File: config.mk
export PLATFORM = sky130hd
export DESIGN_NAME = ef_spi_apb
export DESIGN_NICKNAME = d
export VERILOG_FILES = /design/src/rtl/ef_spi_pkg.sv /design/src/rtl/ef_spi_master.sv /design/src/rtl/ef_spi_apb.sv
export SDC_FILE = /design/constraint.sdc
export NUM_CORES = 1
export LEC_CHECK = 0
export ABC_AREA = 1
export BUFFER_PORTS_ARGS = -buffer_cell sky130_fd_sc_hd__buf_2
export CORE_UTILIZATION = 40
export CTS_BUF_LIST = sky130_fd_sc_hd__clkbuf_4 sky130_fd_sc_hd__clkbuf_8
export DETAILED_ROUTE_END_ITERATION = 6
export PLACE_DENSITY = 0.75
export SETUP_SLACK_MARGIN = 0.5
export SLEW_MARGIN = 40
export SYNTH_ARGS = -nofsm -noshare
export SYNTH_HDL_FRONTEND = slang
export SYNTH_SLANG_ARGS = --single-unit
File: constraint.sdc
create_clock -name PCLK -period 6 [get_ports PCLK]
set_input_delay 0.9 -clock PCLK [delete_from_list [all_inputs] [get_ports PCLK]]
set_output_delay 0.9 -clock PCLK [all_outputs]
set_load 0.02 [all_outputs]
File: src/rtl/ef_spi_pkg.sv
// rtl/ef_spi_pkg.sv - register map, bit indices and shared types for ef_spi_apb
package ef_spi_pkg;

  localparam logic [15:0] ADDR_RXDATA = 16'h0000;
  localparam logic [15:0] ADDR_TXDATA = 16'h0004;
  localparam logic [15:0] ADDR_CFG    = 16'h0008;
  localparam logic [15:0] ADDR_CTRL   = 16'h000C;
  localparam logic [15:0] ADDR_PR     = 16'h0010;
  localparam logic [15:0] ADDR_STATUS = 16'h0014;
  localparam logic [15:0] ADDR_IM     = 16'hFF00;
  localparam logic [15:0] ADDR_MIS    = 16'hFF04;
  localparam logic [15:0] ADDR_RIS    = 16'hFF08;
  localparam logic [15:0] ADDR_IC     = 16'hFF0C;

  localparam int CFG_CPOL    = 0;
  localparam int CFG_CPHA    = 1;
  localparam int CTRL_SS     = 0;
  localparam int CTRL_EN     = 1;
  localparam int CTRL_LOOP   = 2;
  localparam int STATUS_BUSY = 0;
  localparam int STATUS_RXV  = 1;
  localparam int RIS_DONE    = 0;
  localparam int RIS_RXOV    = 1;

  localparam int PR_RESET = 2;

  typedef enum logic {
    ST_IDLE = 1'b0,
    ST_XFER = 1'b1
  } xfer_state_e;

endpackage

File: src/rtl/ef_spi_master.sv
// rtl/ef_spi_master.sv - SCK prescaler, edge counter and shift registers
// for one DW-bit full-duplex transfer in any CPOL/CPHA mode.
module ef_spi_master
  import ef_spi_pkg::*;
#(
  parameter int PR_W = 8,
  parameter int DW   = 8
) (
  input  logic            clk,
  input  logic            rst_n,
  input  logic            cpol,
  input  logic            cpha,
  input  logic [PR_W-1:0] pr,
  input  logic            en,
  input  logic            start,
  input  logic [DW-1:0]   txdata,
  input  logic            rx_in,
  output logic            busy,
  output logic            done,
  output logic [DW-1:0]   rxdata,
  output logic            sclk,
  output logic            dout
);

  localparam int            EW        = $clog2(2 * DW);
  localparam logic [EW-1:0] LAST_EDGE = EW'(2 * DW - 1);

  xfer_state_e     state_q, state_d;
  logic [PR_W-1:0] hp_q, hp_d, cnt_q, cnt_d;
  logic [EW-1:0]   edge_q, edge_d;
  logic            sclk_q, sclk_d, dout_q, dout_d;
  logic [DW-1:0]   tx_sr_q, tx_sr_d, rx_sr_q, rx_sr_d;
  logic [PR_W-1:0] pr_eff;
  logic            tick, last_edge, sample_edge;

  assign pr_eff    = (pr < PR_W'(2)) ? PR_W'(2) : pr;
  assign tick      = (state_q == ST_XFER) && en && (cnt_q == hp_q - PR_W'(1));
  assign last_edge = (edge_q == LAST_EDGE);
  // Leading edges are the odd ones; CPHA decides whether they sample or shift.
  assign sample_edge = ~edge_q[0] ^ cpha;

  always_ff @(posedge clk or negedge rst_n) begin
    if (!rst_n) begin
      state_q <= ST_IDLE;
      hp_q    <= PR_W'(PR_RESET);
      cnt_q   <= '0;
      edge_q  <= '0;
      sclk_q  <= 1'b0;
      dout_q  <= 1'b0;
      tx_sr_q <= '0;
      rx_sr_q <= '0;
    end else begin
      state_q <= state_d;
      hp_q    <= hp_d;
      cnt_q   <= cnt_d;
      edge_q  <= edge_d;
      sclk_q  <= sclk_d;
      dout_q  <= dout_d;
      tx_sr_q <= tx_sr_d;
      rx_sr_q <= rx_sr_d;
    end
  end

  always_comb begin
    state_d = state_q;
    if (state_q == ST_IDLE) begin
      if (start && en) state_d = ST_XFER;
    end else if (!en || (tick && last_edge)) begin
      state_d = ST_IDLE;
    end
  end

  always_comb begin
    hp_d    = hp_q;
    cnt_d   = cnt_q;
    edge_d  = edge_q;
    sclk_d  = sclk_q;
    dout_d  = dout_q;
    tx_sr_d = tx_sr_q;
    rx_sr_d = rx_sr_q;
    if (state_q == ST_IDLE) begin
      if (start && en) begin
        hp_d    = pr_eff;
        cnt_d   = '0;
        edge_d  = '0;
        sclk_d  = cpol;
        rx_sr_d = '0;
        if (cpha) begin
          tx_sr_d = txdata;
        end else begin
          dout_d  = txdata[DW-1];
          tx_sr_d = {txdata[DW-2:0], 1'b0};
        end
      end
    end else if (tick) begin
      // Half-period is re-latched every edge so a new PR lands on a boundary.
      hp_d   = pr_eff;
      cnt_d  = '0;
      edge_d = edge_q + EW'(1);
      sclk_d = ~sclk_q;
      if (sample_edge) begin
        rx_sr_d = {rx_sr_q[DW-2:0], rx_in};
      end else begin
        dout_d  = tx_sr_q[DW-1];
        tx_sr_d = {tx_sr_q[DW-2:0], 1'b0};
      end
    end else begin
      cnt_d = cnt_q + PR_W'(1);
    end
  end

  always_comb begin
    busy   = (state_q == ST_XFER);
    done   = tick && last_edge;
    sclk   = busy ? sclk_q : cpol;
    dout   = dout_q;
    rxdata = rx_sr_d;
  end

endmodule

File: src/rtl/ef_spi_apb.sv
// rtl/ef_spi_apb.sv - APB register front end, interrupts and SPI master top.
// EF_SPI_LOOPBACK_EN adds CTRL.LOOP (receive from internal dout instead of din).
module ef_spi_apb
  import ef_spi_pkg::*;
#(
  parameter int PR_W = 8,
  parameter int DW   = 8
) (
  input  logic        PCLK,
  input  logic        PRESETn,
  input  logic [31:0] PADDR,
  input  logic        PWRITE,
  input  logic        PSEL,
  input  logic        PENABLE,
  input  logic [31:0] PWDATA,
  output logic [31:0] PRDATA,
  output logic        PREADY,
  input  logic        din,
  output logic        dout,
  output logic        csb,
  output logic        sclk,
  output logic        IRQ
);

  logic [1:0]      cfg_q, cfg_d;
  logic [2:0]      ctrl_q, ctrl_d;
  logic [PR_W-1:0] pr_q, pr_d;
  logic [DW-1:0]   rxdata_q, rxdata_d;
  logic            rxv_q, rxv_d;
  logic [1:0]      ris_q, ris_d, im_q, im_d;
  logic            irq_q, irq_d;
  logic [15:0]     addr;
  logic            wr_en, rd_en, start, busy, done, rx_in;
  logic [DW-1:0]   rxdata_m;
  logic [1:0]      ris_set, ris_clr;
  logic            unused_bits;

`ifdef EF_SPI_LOOPBACK_EN
  localparam logic [2:0] CTRL_MASK = 3'b111;
  assign rx_in = ctrl_q[CTRL_LOOP] ? dout : din;
`else
  localparam logic [2:0] CTRL_MASK = 3'b011;
  assign rx_in = din;
`endif

  assign addr        = PADDR[15:0];
  assign wr_en       = PSEL & PENABLE & PWRITE;
  assign rd_en       = PSEL & PENABLE & ~PWRITE;
  assign start       = wr_en && (addr == ADDR_TXDATA) && ctrl_q[CTRL_EN] && !busy;
  assign PREADY      = 1'b1;
  assign csb         = ~ctrl_q[CTRL_SS];
  assign IRQ         = irq_q;
  assign unused_bits = ^{PADDR[31:16], PWDATA[31:PR_W]};

  ef_spi_master #(.PR_W(PR_W), .DW(DW)) u_master (
    .clk    (PCLK),
    .rst_n  (PRESETn),
    .cpol   (cfg_q[CFG_CPOL]),
    .cpha   (cfg_q[CFG_CPHA]),
    .pr     (pr_q),
    .en     (ctrl_q[CTRL_EN]),
    .start  (start),
    .txdata (PWDATA[DW-1:0]),
    .rx_in  (rx_in),
    .busy   (busy),
    .done   (done),
    .rxdata (rxdata_m),
    .sclk   (sclk),
    .dout   (dout)
  );

  always_ff @(posedge PCLK or negedge PRESETn) begin
    if (!PRESETn) begin
      cfg_q    <= '0;
      ctrl_q   <= '0;
      pr_q     <= PR_W'(PR_RESET);
      rxdata_q <= '0;
      rxv_q    <= 1'b0;
      ris_q    <= '0;
      im_q     <= '0;
      irq_q    <= 1'b0;
    end else begin
      cfg_q    <= cfg_d;
      ctrl_q   <= ctrl_d;
      pr_q     <= pr_d;
      rxdata_q <= rxdata_d;
      rxv_q    <= rxv_d;
      ris_q    <= ris_d;
      im_q     <= im_d;
      irq_q    <= irq_d;
    end
  end

  always_comb begin
    cfg_d  = cfg_q;
    ctrl_d = ctrl_q;
    pr_d   = pr_q;
    im_d   = im_q;
    if (wr_en) begin
      case (addr)
        ADDR_CFG:  cfg_d  = PWDATA[1:0];
        ADDR_CTRL: ctrl_d = PWDATA[2:0] & CTRL_MASK;
        ADDR_PR:   pr_d   = PWDATA[PR_W-1:0];
        ADDR_IM:   im_d   = PWDATA[1:0];
        default:   ;
      endcase
    end
    rxdata_d = done ? rxdata_m : rxdata_q;
    rxv_d    = rxv_q;
    if (rd_en && (addr == ADDR_RXDATA)) rxv_d = 1'b0;
    if (done) rxv_d = 1'b1;
    // Hardware set beats a same-cycle IC clear.
    ris_set           = '0;
    ris_set[RIS_DONE] = done;
    ris_set[RIS_RXOV] = done & rxv_q;
    ris_clr           = (wr_en && (addr == ADDR_IC)) ? PWDATA[1:0] : 2'b00;
    ris_d             = (ris_q & ~ris_clr) | ris_set;
    irq_d             = |(ris_q & im_q);
  end

  always_comb begin
    PRDATA = '0;
    if (PSEL) begin
      case (addr)
        ADDR_RXDATA: PRDATA = 32'(rxdata_q);
        ADDR_CFG:    PRDATA = 32'(cfg_q);
        ADDR_CTRL:   PRDATA = 32'(ctrl_q);
        ADDR_PR:     PRDATA = 32'(pr_q);
        ADDR_STATUS: PRDATA = 32'({rxv_q, busy});
        ADDR_IM:     PRDATA = 32'(im_q);
        ADDR_MIS:    PRDATA = 32'(ris_q & im_q);
        ADDR_RIS:    PRDATA = 32'(ris_q);
        default:     PRDATA = '0;
      endcase
    end
  end

endmodule

# Yosys cells after proc, flatten, opt, wreduce, memory -nomap -nowiden
# Index checks and enable logic that the tools add are counted.
dict set report op_classes {
  addsub 3
  n_mul 0
  div 0
  order_cmp 1
  n_eq_ne 14
  n_shift 0
  n_mux 36
  n_bitwise 14
  n_reduce_logical 23
}
# cell n
set ops {}
lappend ops {{$mux 8} 16}
lappend ops {{$eq 16x16->1 const B} 4}
lappend ops {{$pmux 8 s8} 1}
lappend ops {{$eq 16x4->1 const B} 2}
lappend ops {{$eq 16x5->1 const B} 2}
lappend ops {{$mux 32} 1}
lappend ops {{$eq 16x3->1 const B} 1}
lappend ops {{$logic_not 16->1} 1}
lappend ops {{$mux 1} 14}
lappend ops {{$mux 4} 3}
lappend ops {{$reduce_and 2->1} 5}
lappend ops {{$logic_and 1x1->1} 9}
lappend ops {{$add 8x1->8 const B} 1}
lappend ops {{$eq 8x8->1} 1}
lappend ops {{$lt 8x2->1 const B} 1}
lappend ops {{$sub 8x1->8 const B} 1}
lappend ops {{$and 2x2->2} 3}
lappend ops {{$add 4x1->4 const B} 1}
lappend ops {{$and 1x1->1} 4}
lappend ops {{$eq 4x4->1 const B} 1}
lappend ops {{$ne 2x2->1 const B} 2}
lappend ops {{$not 1->1} 4}
lappend ops {{$reduce_and 4->1} 1}
lappend ops {{$reduce_bool 2->1} 2}
lappend ops {{9 further kinds} 10}
dict set report word_totals {
  register_bits 65
  latchBits 0
  mem_bits_rw 0
  rom_bits 0
  in_bits 70
  mem_count 0
}

# Logic depth before layout (Yosys ltp)
# Gate-level depths: netlist of run 1.
dict set report logic_depth {
  depth_word 8
  ltp_mapped 18
}

# By module
# A second synthesis of run 1 with hierarchy kept.
dict set report unflattened {
  hier_cells 580
  hier_area_um2 4145.2
}
# mod n_inst cells_each area_per_inst_um2 seq_area_each_um2
set by_module_without_submodules {}
lappend by_module_without_submodules {ef_spi_master 1 336 2413.6 977.2}
lappend by_module_without_submodules {ef_spi_apb 1 244 1731.7 651.9}

# Worst setup path before layout of run 1
# No wires, ideal clock.
dict set report synth_timing {
  path_kind {input-to-output}
  startpoint {input port PADDR[1]}
  endpoint {output port PRDATA[0]}
  arrival_time_ps 2267
  path_slack_ps 2833
  path_stages 7
  n_path_buf 0
  path_cell_list {nor2_1 > inv_1 > nor4_1 > nand2_1 > nand4_1 > o21ai_1 > a21oi_1}
}
dict set report synth_between {
  elab_chain_cells 3
  word_cells_on_any_way 10
}
# item line_no
set synth_rtl {}
lappend synth_rtl {{start, declared} ef_spi_apb.sv:11} ;# input logic [31:0] PADDR,
lappend synth_rtl {{$eq 16x16->1, or another cell as far along} ef_spi_apb.sv:124} ;# case (addr)
lappend synth_rtl {{$pmux 8 s8 (*)} ef_spi_apb.sv:124}
lappend synth_rtl {{$mux 32 (*)} ef_spi_apb.sv:123} ;# if (PSEL) begin
lappend synth_rtl {{end, declared} ef_spi_apb.sv:16} ;# output logic [31:0] PRDATA,
# Every way passes the cells marked *; elsewhere a longest branch is shown, timed or not.

# Worst setup path in the final report of run 1
dict set report layout_timing {
  startpoint {input port PADDR[1]}
  endpoint {output port PRDATA[1]}
}
# Same word-level chain as after synthesis.

==> results of run 1 <==
-- path summary, 6_finish.rpt --
check	start	end	slack (ns)
max	PADDR[1]	PRDATA[1]	2.38
min	u_master.tx_sr_q[5]$_DFFE_PN0P_	u_master.tx_sr_q[5]$_DFFE_PN0P_	0.48
max reg2reg	u_master.busy$_DFF_PN0_	rxdata_q[6]$_DFFE_PN0P_	3.15
min reg2reg	u_master.tx_sr_q[5]$_DFFE_PN0P_	u_master.tx_sr_q[5]$_DFFE_PN0P_	0.48
max in group asynchronous	PRESETn	pr_q[5]$_DFFE_PN0P_	4.96
min in group asynchronous	PRESETn	ris_q[1]$_DFF_PN0_	0.61
-- flip-flops by register name, summed over array words and instances, names as in the netlist, 2 cells and up --
name              flops
cfg_q                 2
ctrl_q                2
im_q                  2
pr_q                  8
ris_q                 2
rxdata_q              8
u_master.cnt_q        8
u_master.edge_q       4
u_master.hp_q         8
u_master.rx_sr_q      8
u_master.tx_sr_q      8
-- cell families after synthesis --
family | count (synthesis) | synth area share
other cells | 2 | 0.00189
flops | 65 | 0.409
xor+xnor | 7 | 0.0154
simple gates | 283 | 0.308
buf+inv | 85 | 0.112
compound gates | 85 | 0.121
mux | 8 | 0.0226
fa+ha+maj | 3 | 0.00943
-- cell type report --
| cell class | count | area (µm²) |
|---|---|---|
| Clock buffer | 9 | 124 |
| Clock inverter | 7 | 93.8 |
| Fill cell | 969 | 5280 |
| Inverter | 47 | 176 |
| Multi-Input combinational cell | 411 | 2000 |
| Sequential cell | 65 | 1630 |
| Tap cell | 133 | 166 |
| Timing Repair Buffer | 42 | 216 |
-- layout by cell type, fill, tap and decap left out, types with 5 or more instances in the layout --
| cell | netlist | layout |
|---|---|---|
| nand4_1 | 6 | 6 |
| inv_1 | 40 | 40 |
| inv_2 | 5 | 5 |
| nor2_1 | 24 | 24 |
| dfrtp_1 | 63 | 63 |
| o22ai_1 | 7 | 7 |
| a21oi_1 | 11 | 11 |
| buf_2 | 4 | 41 |
| nand3_1 | 40 | 40 |
| o21ai_0 | 33 | 33 |
| o21ai_1 | 19 | 19 |
| nand2_2 | 6 | 6 |
| nand2_1 | 185 | 185 |
| mux2_2 | 8 | 8 |
| o21ai_2 | 8 | 8 |
| nor3_1 | 6 | 6 |
| clkbuf_8 | 0 | 9 |
| xor2_1 | 6 | 6 |
| conb_1 | 2 | 25 |
-- worst max-delay path, delay by kind of cell --
family,cells,cell delay [ns]
AND/OR/NAND/NOR,4,1.03
AO/OA/AOI/OAI,2,0.41
buffers and inverters,3,0.38
-- routing by layer --
layer,part of all wire,GRT usage
met1,0.45,0.240
met2,0.50,0.337
met4,0.019,0.0903
met5,0,0
met3,0.035,0.0283
-- cells in the mapped netlist (3+ instances only) --
cell type  instances
nand2_1          185
dfrtp_1           63
inv_1             40
nand3_1           40
o21ai_0           33
buf_4             28
nor2_1            24
o21ai_1           19
a21oi_1           11
mux2_2             8
o21ai_2            8
o22ai_1            7
nand2_2            6
nand4_1            6
nor3_1             6
xor2_1             6
inv_2              5
buf_2              4
nor4_1             4
clkbuf_1           3
ha_1               3
nand2_4            3
nor2_2             3
-- power by group through the flow --
stage	sequential, mW	clock, mW	combinational, mW
after global routing	0.438	0.445	0.0538
after global placement	0.446	0	0.0455
after floorplan	0.447	0	0.0364
after CTS	0.438	0.429	0.0468
after detailed placement	0.446	0	0.0467
final	0.438	0.422	0.0461
==> summary.txt, run 1 <==
Run status
  • Status: finished, final reports clean

Power and ir drop
  • Clock network power share: 0.466
  • P_int: 0.683 mW
  • Leak Pwr: 2.07 nW
  • Sequential share of power: 0.483
  • Max IR drop VDD: 143 µV
  • Comb pwr share: 0.051
  • Sw frac: 0.246
  • Final Power: 0.906 mW
  • Psw: 0.223 mW
  • Pwr Density: 206 nW/µm²

Worst setup path
  • CP Max Fanout: 8
  • WS Path Type: primary input to output pin
  • Crit. End Element: output pin
  • Startpoint type of the worst setup path: primary input
  • Most Frequent Cell on Critical Path: buf_2
  • WP data required: 5.10 ns
  • Cells on worst reg2reg path: 11
  • CP max-delay cell: nor4_1
  • Critical-path cell list: buf_2 -> nor2_1 -> inv_1 -> nor4_1 -> nand2_1 -> nand4_1 -> o21ai_1 -> a21oi_1 -> buf_2
  • Worst EP arrival: 2.72 ns
  • Max incr delay on CP: 0.55 ns

Synthesis
  • Asr flop ratio synth: 1.00
  • Main synth FF type: dfrtp_1
  • Gate Count Post-Synth: 538
  • Mapped cell area: 3980 µm²
  • Number of enable flip-flop cells after synthesis: 0
  • Top cells by area, synth: dfrtp_1, nand2_1, buf_4, nand3_1, o21ai_0
  • Syn. warnings: 0
  • Seq/Total Area, Yosys: 0.409
  • Syn_area_per_cell: 7.40 µm²
  • Synth cell types: 40
  • Post-synth top area cell: dfrtp_1
  • Yosys top cell area share: 0.396
  • #FFs+latches synth: 65

Final layout
  • Layout Area Growth over Synthesis: 10.7%
  • Design Area, Final: 4400 µm²
  • Final Core Density: 0.455
  • Ant diodes: 0
  • Share of layout cells above drive strength 1: 0.167
  • Nets: 649
  • Layout Cells excl Fill: 714

Timing
  • Post-route worst setup slack: 2.38 ns
  • Setup TNS: 0 ns
  • Setup Skew: 0.00714 ns
  • Final Critical Period: 3.62 ns
  • Final Slew Violations: 0
  • Worst-Margin Slew: 0.680 ns
  • Final setup vio count: 0
  • Fmax: 276 MHz
  • Period utilization: 0.603
  • Worst slew margin: 0.546
  • Worst hold slack: 0.482 ns
  • Hold Fails Final Rpt: 0
  • RSZ-0062 raised after global routing: no

Clock tree
  • Maximum clock path buffer count: 2
  • Root buf cell: clkbuf_8
  • Cts hold-fix bufs: 0
  • Clk_lat worst skew: 0.35 ns
  • CTS Buf Count: 9
  • CTS tree: yes
  • CTS H-tree depth: 3
  • Resized Gates After CTS: 0
  • Clk sinks: 65
  • Post-CTS setup buffers: 0
  • Clock-pin slew on the worst setup and hold paths: 0.08 ns

Routing
  • Final ANT Viol Nets: 0
  • WL per Instance: 12.6 µm
  • Via count: 3533
  • Vias/cell: 4.95
  • Post-route DRC: 0
  • DRT Pass-1 Iters: 4
  • Iter 0 DRT Violations: 170
  • Routed wire length: 9.03 mm

Floorplanning
  • Row cnt: 36
  • I/O pins: 107
  • Initial Util: 0.411
  • Core ar.: 9680 µm²
  • DIE HEIGHT: 102 µm
  • Die area: 10400 µm²
  • Die Wd: 102 µm

Flow run
  • Max_cap viols: 0

Global route
  • All-Layer GR Usage: 0.195
  • Largest net degree at the start of global routing: 66
  • First-pass GRT wire length: 15.7 mm
  • GR Overflow Total: 0
  • Vias in the first global route: 3423
  • Antenna violations before repair: 0

Place
  • Cells after DPL: 698
  • Final HPWL DP: 6.60 mm
  • GP Congestion: 0.901
  • Place WS: 2.39 ns
  • DP Area: 4180 µm²
  • PortBufs: 41

Min path
  • Hold path depth: 2
  • Worst hold path type: flop to flop
No activity file was read; power rests on OpenSTA's default activity.
==> run 2, diff against run 1 <==
--- a/config.mk
+++ b/config.mk
@@ -5,12 +5,12 @@
 export SDC_FILE = /design/constraint.sdc
 export NUM_CORES = 1
 export LEC_CHECK = 0
-export ABC_AREA = 1
+export ABC_AREA = 0
 export BUFFER_PORTS_ARGS = -buffer_cell sky130_fd_sc_hd__buf_2
 export CORE_UTILIZATION = 40
 export CTS_BUF_LIST = sky130_fd_sc_hd__clkbuf_4 sky130_fd_sc_hd__clkbuf_8
 export DETAILED_ROUTE_END_ITERATION = 6
-export PLACE_DENSITY = 0.75
+export PLACE_DENSITY = 0.78
 export SETUP_SLACK_MARGIN = 0.5
 export SLEW_MARGIN = 40
 export SYNTH_ARGS = -nofsm -noshare
==> constraint.sdc (replaced) <==
create_clock -name PCLK -period 3 [get_ports PCLK]
set_input_delay 0.45 -clock PCLK [delete_from_list [all_inputs] [get_ports PCLK]]
set_output_delay 0.45 -clock PCLK [all_outputs]
set_load 0.02 [all_outputs]
==> run 2 against run 1 <==
Against the previous run: global-route usage down 1.0 points; non-clock buffer count up 22; total power up 100%; area after synthesis down 5.6%; utilization up 6.6 points; synthesized cell count down 32%; design area up 5.1%; register-to-register slack worse by 2.6 ns; largest cell class unchanged; sequential cell count unchanged; first-iteration DRC count down 16%; via count down 14%.
==> summary.txt, run 2 <==
Flow run
  • Max_cap viols: 0

Place
  • PortBufs: 41
  • Final HPWL DP: 5.86 mm
  • GP Congestion: 0.836

Clock tree
  • Maximum clock path buffer count: 2
  • Cts hold-fix bufs: 0
  • Clk_lat worst skew: 0.35 ns
  • Root buf cell: clkbuf_8
  • CTS H-tree depth: 3
  • CTS Buf Count: 9
  • Clock-pin slew on the worst setup and hold paths: 0.07 ns
  • Clk sinks: 65
  • CTS tree: yes

Worst setup path
  • Max incr delay on CP: 0.57 ns
  • RR Startpoint: u_master.hp_q[1]$_DFFE_PN1P_
  • Critical-path cell list: buf_2 -> or4_4 -> nor2_4 -> and4_1 -> a22oi_1 -> o311a_1 -> nor2_4 -> buf_6
  • Worst EP arrival: 2.10 ns
  • CP max-delay cell: or4_4
  • CP Max Fanout: 6
  • Startpoint type of the worst setup path: primary input
  • WS Path Type: primary input to output pin
  • Crit. End Element: output pin
  • R2R setup slack: 0.51 ns
  • Reg-to-reg endpoint: u_master.edge_q[2]$_DFFE_PN0P_
  • Most Frequent Cell on Critical Path: nor2_4
  • WP data required: 2.55 ns
  • Cells on worst reg2reg path: 9

Routing
  • WL per Instance: 17.1 µm
  • Iter 0 DRT Violations: 143
  • Final ANT Viol Nets: 0
  • DRT Pass-1 Iters: 6
  • Vias/cell: 5.64
  • Routed wire length: 9.18 mm
  • Via count: 3036
  • Post-route DRC: 0

Floorplanning
  • I/O pins: 107
  • Row cnt: 34
  • DIE HEIGHT: 98.9 µm
  • Core ar.: 8890 µm²
  • Die Wd: 98.9 µm
  • Initial Util: 0.422
  • Die area: 9780 µm²

Timing
  • Final Slew Violations: 0
  • RSZ-0062 raised after global routing: yes
  • Setup Skew: 0.00957 ns
  • Setup TNS: 0 ns
  • Worst slew margin: 0.602
  • Worst-Margin Slew: 0.596 ns
  • Final setup vio count: 0
  • Fmax: 392 MHz
  • Final Critical Period: 2.55 ns
  • Period utilization: 0.850
  • Hold Fails Final Rpt: 0

Final layout
  • Most common cell after layout, fill and taps aside: dfrtp_1
  • Fillers: 746
  • Ant diodes: 0
  • Most frequent cells in the layout: dfrtp_1, buf_2, nand2_1, nor2_1, conb_1
  • Share of layout cells above drive strength 1: 0.321
  • Layout Area Growth over Synthesis: 23.3%
  • Nets: 498

Synthesis
  • Post-synth top area cell: dfrtp_1
  • Top cells by area, synth: dfrtp_1, buf_4, mux2_2, mux2_1, nor2_1
  • Syn. warnings: 0
  • Number of enable flip-flop cells after synthesis: 0
  • Synth cell count leaders: dfrtp_1, nor2_1, nand2_1, buf_4, mux2_2
  • Seq/Total Area, Yosys: 0.434
  • Syn_area_per_cell: 10.2 µm²
  • Main synth FF type: dfrtp_1
  • #FFs+latches synth: 65
  • Count leader, synth: dfrtp_1
  • Synth cell types: 58
  • Gate Count Post-Synth: 367
  • Asr flop ratio synth: 1.00
  • Yosys top cell area share: 0.420
  • Mapped cell area: 3750 µm²

Global route
  • Largest net degree at the start of global routing: 66
  • All-Layer GR Usage: 0.185
  • GR Overflow Total: 0
  • Vias in the first global route: 2943
  • Antenna violations before repair: 0
  • First-pass GRT wire length: 14.3 mm

Power and ir drop
  • Pwr Density: 393 nW/µm²
  • Final Power: 1.82 mW
  • Leak Pwr: 2.05 nW
  • Max IR drop VDD: 310 µV

Run status
  • Status: finished, final reports clean

Min path
  • Worst hold path type: primary input to asynchronous set/reset pin
==> run 2: worst max-delay path by stage <==
stage | start | to | depth (start not counted)
floorplan | PADDR[12] | PRDATA[0] | 7
detailed placement | PADDR[12] | PRDATA[0] | 8
global placement | PADDR[12] | PRDATA[0] | 8
global route | PADDR[15] | PRDATA[0] | 8
CTS | PADDR[11] | PRDATA[0] | 8
finish | PADDR[9] | PRDATA[0] | 8
==> run 2: report_power, final <==
group	switching, mW	leakage (nW)	total (mW)	internal [mW]
logic	0.0740	1.14	0.101	0.0266
registers	0.0000197	0.797	0.876	0.876
clock network	0.349	0.113	0.842	0.493
==> run 2: what timing repair did <==
item | in CTS | in global routing
setup buffers | 10 | 3
gates resized for setup | 31 | 44
endpoints found under the setup margin | 36 | 50
cloned | 1 | 2
pin swaps | 19 | 13
==> run 2: layer usage <==
metal  routed length (µm)  vias up  global-route usage  part of all wire
li1                     -     1397                   -                 -
met1                 3740     1519               0.224              0.41
met3                  420       24              0.0447             0.046
met4                  182        0              0.0620             0.020
met2                 4840       96               0.322              0.53
met5                    0        -                   0                 0
==> run 2: cell families (layout without fill, tap and decap cells) <==
family	Yosys count	in the layout	share of synthesized area
buf+inv	48	87	0.0793
xor+xnor	14	14	0.0327
simple gates	131	132	0.194
fa+ha+maj	3	3	0.0100
flops	65	65	0.434
mux	37	37	0.107
other cells	2	25	0.00200
compound gates	67	67	0.141
==> run 2: through the flow <==
step	setup slack, ns	cell area, µm²	hold WS [ns]	util	instances
2_1_floorplan	0.516	3840	0.154	-	390
3_3_place_gp	0.233	3980	0.459	0.447	506
3_5_place_dp	0.175	3980	0.479	0.447	506
4_1_cts	0.499	4410	0.319	0.496	533
5_1_grt	0.399	4630	0.252	0.521	538
6_report	0.450	4630	0.166	0.521	538
==> run 2: area by class of cell <==
type / count / area [µm²] / share of cell area
multi-input cells: 278 / 2140 / 0.461
flip-flops and latches: 65 / 1630 / 0.352
repair buffers: 64 / 474 / 0.102
clock buffers: 10 / 138 / 0.0297
well taps: 108 / 135 / 0.0292
clock inverters: 6 / 90.1 / 0.0195
inverters: 7 / 26.3 / 0.00568
==> run 2: critical path, delay by kind of cell <==
kind	cells	cell delay [ns]
AO/OA/AOI/OAI	2	0.29
AND/OR/NAND/NOR	4	1.13
buffers and inverters	2	0.23
==> run 3, diff against run 2 <==
==> constraint.sdc (replaced) <==
create_clock -name PCLK -period 2.1 [get_ports PCLK]
set_input_delay 0.315 -clock PCLK [delete_from_list [all_inputs] [get_ports PCLK]]
set_output_delay 0.315 -clock PCLK [all_outputs]
set_load 0.02 [all_outputs]
==> run 3 against run 2 <==
Against the previous run: the flow now finishes with violations (setup timing); sequential share of layout area is 3.0 points lower; clock power grew 44%; register-to-register slack got worse by 0.78 ns; first-iteration DRC count rose by 13%; setup slack got worse by 0.72 ns; sequential power is 43% higher; clock-buffer cell count down 1; critical path type is now flop to flop; largest power group unchanged.
==> summary.txt, run 3 (synthesis results as in run 2) <==
Worst setup path
  • CP max-delay cell: dfstp_2
  • Max incr delay on CP: 0.54 ns
  • Critical-path cell list: inv_2 -> ha_4 -> xnor2_1 -> nor3_2 -> o221ai_4 -> nor4_4 -> buf_6 -> nor2_2 -> a221o_1
  • Crit. End Element: flop
  • WP data required: 2.33 ns
  • Startpoint type of the worst setup path: flop
  • Worst EP arrival: 2.60 ns
  • WS Path Type: flop to flop
  • CP delay by family, top: simple AND/OR/NAND/NOR gates
  • CP Max Fanout: 6
  • CP bufs+invs: 2

Timing
  • Worst slew margin: 0.568
  • Fmax: 421 MHz
  • RSZ-0062 raised after global routing: yes
  • Worst-Margin Slew: 0.648 ns
  • Hold Fails Final Rpt: 0
  • Final Slew Violations: 0
  • Final Critical Period: 2.37 ns
  • Setup TNS: -11.63 ns
  • Post-route worst setup slack: -0.273 ns
  • Final setup vio count: 58
  • Setup Skew: 0.0156 ns
  • Period utilization: 1.13

Clock tree
  • Clock-pin slew on the worst setup and hold paths: 0.08 ns
  • Clk sinks: 65
  • Root buf cell: clkbuf_8
  • Maximum clock path buffer count: 2
  • CTS H-tree depth: 3
  • CTS Buf Count: 9
  • Clk_lat worst skew: 0.35 ns
  • CTS tree: yes

Place
  • DP Area: 4500 µm²
  • Final HPWL DP: 6.51 mm
  • GP Congestion: 0.876
  • Cells after DPL: 541
  • PortBufs: 41

Floorplanning
  • Die Wd: 98.9 µm
  • Core ar.: 8890 µm²
  • Row cnt: 34
  • Die area: 9780 µm²
  • DIE HEIGHT: 98.9 µm
  • Initial Util: 0.422
  • I/O pins: 107

Final layout
  • Final Core Density: 0.570
  • Design Area, Final: 5060 µm²
  • Ant diodes: 0
  • Fillers: 699
  • Share of layout cells above drive strength 1: 0.417
  • Layout Cells excl Fill: 568
  • Layout Area Growth over Synthesis: 34.9%
  • Most frequent cells in the layout: dfrtp_1, buf_4, buf_2, nand2_1, buf_6
  • Most common cell after layout, fill and taps aside: dfrtp_1
  • Nets: 528

Global route
  • Met2 global-route usage: 0.375
  • First-pass GRT wire length: 16.0 mm
  • Top Usage Layer GRT: met2
  • Antenna violations before repair: 0
  • Vias in the first global route: 3307
  • GR Overflow Total: 0
  • Met1 usage: 0.244
  • Global Route met3 Usage: 0.0433
  • Largest net degree at the start of global routing: 33
  • All-Layer GR Usage: 0.208

Routing
  • Routed wire length: 9.69 mm
  • Final ANT Viol Nets: 0
  • WL per Instance: 17.1 µm
  • Via count: 3193
  • Iter 0 DRT Violations: 161
  • DRT Pass-1 Iters: 5
  • Vias/cell: 5.62
  • Post-route DRC: 0

Power and ir drop
  • Final Power: 2.62 mW
  • Leak Pwr: 2.27 nW
  • Pwr Density: 517 nW/µm²
  • Max IR drop VDD: 519 µV

Run status
  • Status: finished, violations left
  • Failing checks: setup timing

Flow run
  • Max_cap viols: 0

Min path
  • Worst hold path type: primary input to flop
==> run 3: cell type report <==
class | count | area, µm² | area share
flip-flops and latches | 65 | 1630 | 0.322
multi-input cells | 278 | 2280 | 0.450
inverters | 7 | 26.3 | 0.00519
clock buffers | 9 | 124 | 0.0245
clock inverters | 7 | 101 | 0.0200
well taps | 108 | 135 | 0.0267
repair buffers | 94 | 771 | 0.152
==> run 3: power by group <==
| part | leakage (nW) | switching [mW] | internal (mW) | total (mW) |
|---|---|---|---|---|
| sequential | 0.797 | 0.0000315 | 1.25 | 1.25 |
| combinational | 1.36 | 0.112 | 0.0485 | 0.160 |
| clock | 0.106 | 0.530 | 0.678 | 1.21 |
==> run 3: per-stage QoR <==
stage | hold WS [ns] | setup WS (ns)
global placement | 0.371 | -0.266
CTS | 0.177 | -0.243
detailed placement | 0.385 | -0.287
global route | 0.211 | -0.363
finish | 0.191 | -0.273
floorplan | 0.0194 | -0.138
==> run 3: worst register-to-register path, delay by kind of cell (launching register included) <==
| family | cells | cell delay [ns] |
|---|---|---|
| XOR/XNOR | 1 | 0.13 |
| adder cells (fa/ha/maj) | 1 | 0.21 |
| flip-flops | 1 | 0.54 |
| AND/OR/NAND/NOR | 3 | 0.61 |
| buffers and inverters | 2 | 0.23 |
| AO/OA/AOI/OAI | 2 | 0.52 |
==> run 3: routing by layer <==
layer / vias to the layer above / routed length, µm
li1: 1457 / -
met1: 1622 / 3900
met2: 98 / 5200
met3: 16 / 452
met4: 0 / 139
met5: - / 0
==> run 3: final timing paths <==
kind	from	end	slack [ns]	depth (start not counted)
max in group asynchronous	PRESETn	u_master.cnt_q[2]$_DFFE_PN0P_	0.97	3
hold reg to reg	u_master.edge_q[3]$_DFFE_PN0P_	u_master.edge_q[3]$_DFFE_PN0P_	0.49	1
hold / removal	din	u_master.rx_sr_q[0]$_DFF_PN0_	0.19	3
setup / recovery	u_master.hp_q[1]$_DFFE_PN1P_	u_master.edge_q[2]$_DFFE_PN0P_	-0.27	9
setup reg to reg	u_master.hp_q[1]$_DFFE_PN1P_	u_master.edge_q[2]$_DFFE_PN0P_	-0.27	9
min in group asynchronous	PRESETn	u_master.rx_sr_q[1]$_DFF_PN0_	0.54	2
==> run 3: what timing repair did <==
action / in CTS / in global routing
pin swaps: 20 / 8
cloned: 3 / 1
endpoints found under the hold margin: 5 / 0
setup buffers: 4 / 2
hold buffers: 1 / 0
gates resized for setup: 54 / 15
endpoints found under the setup margin: 69 / 70
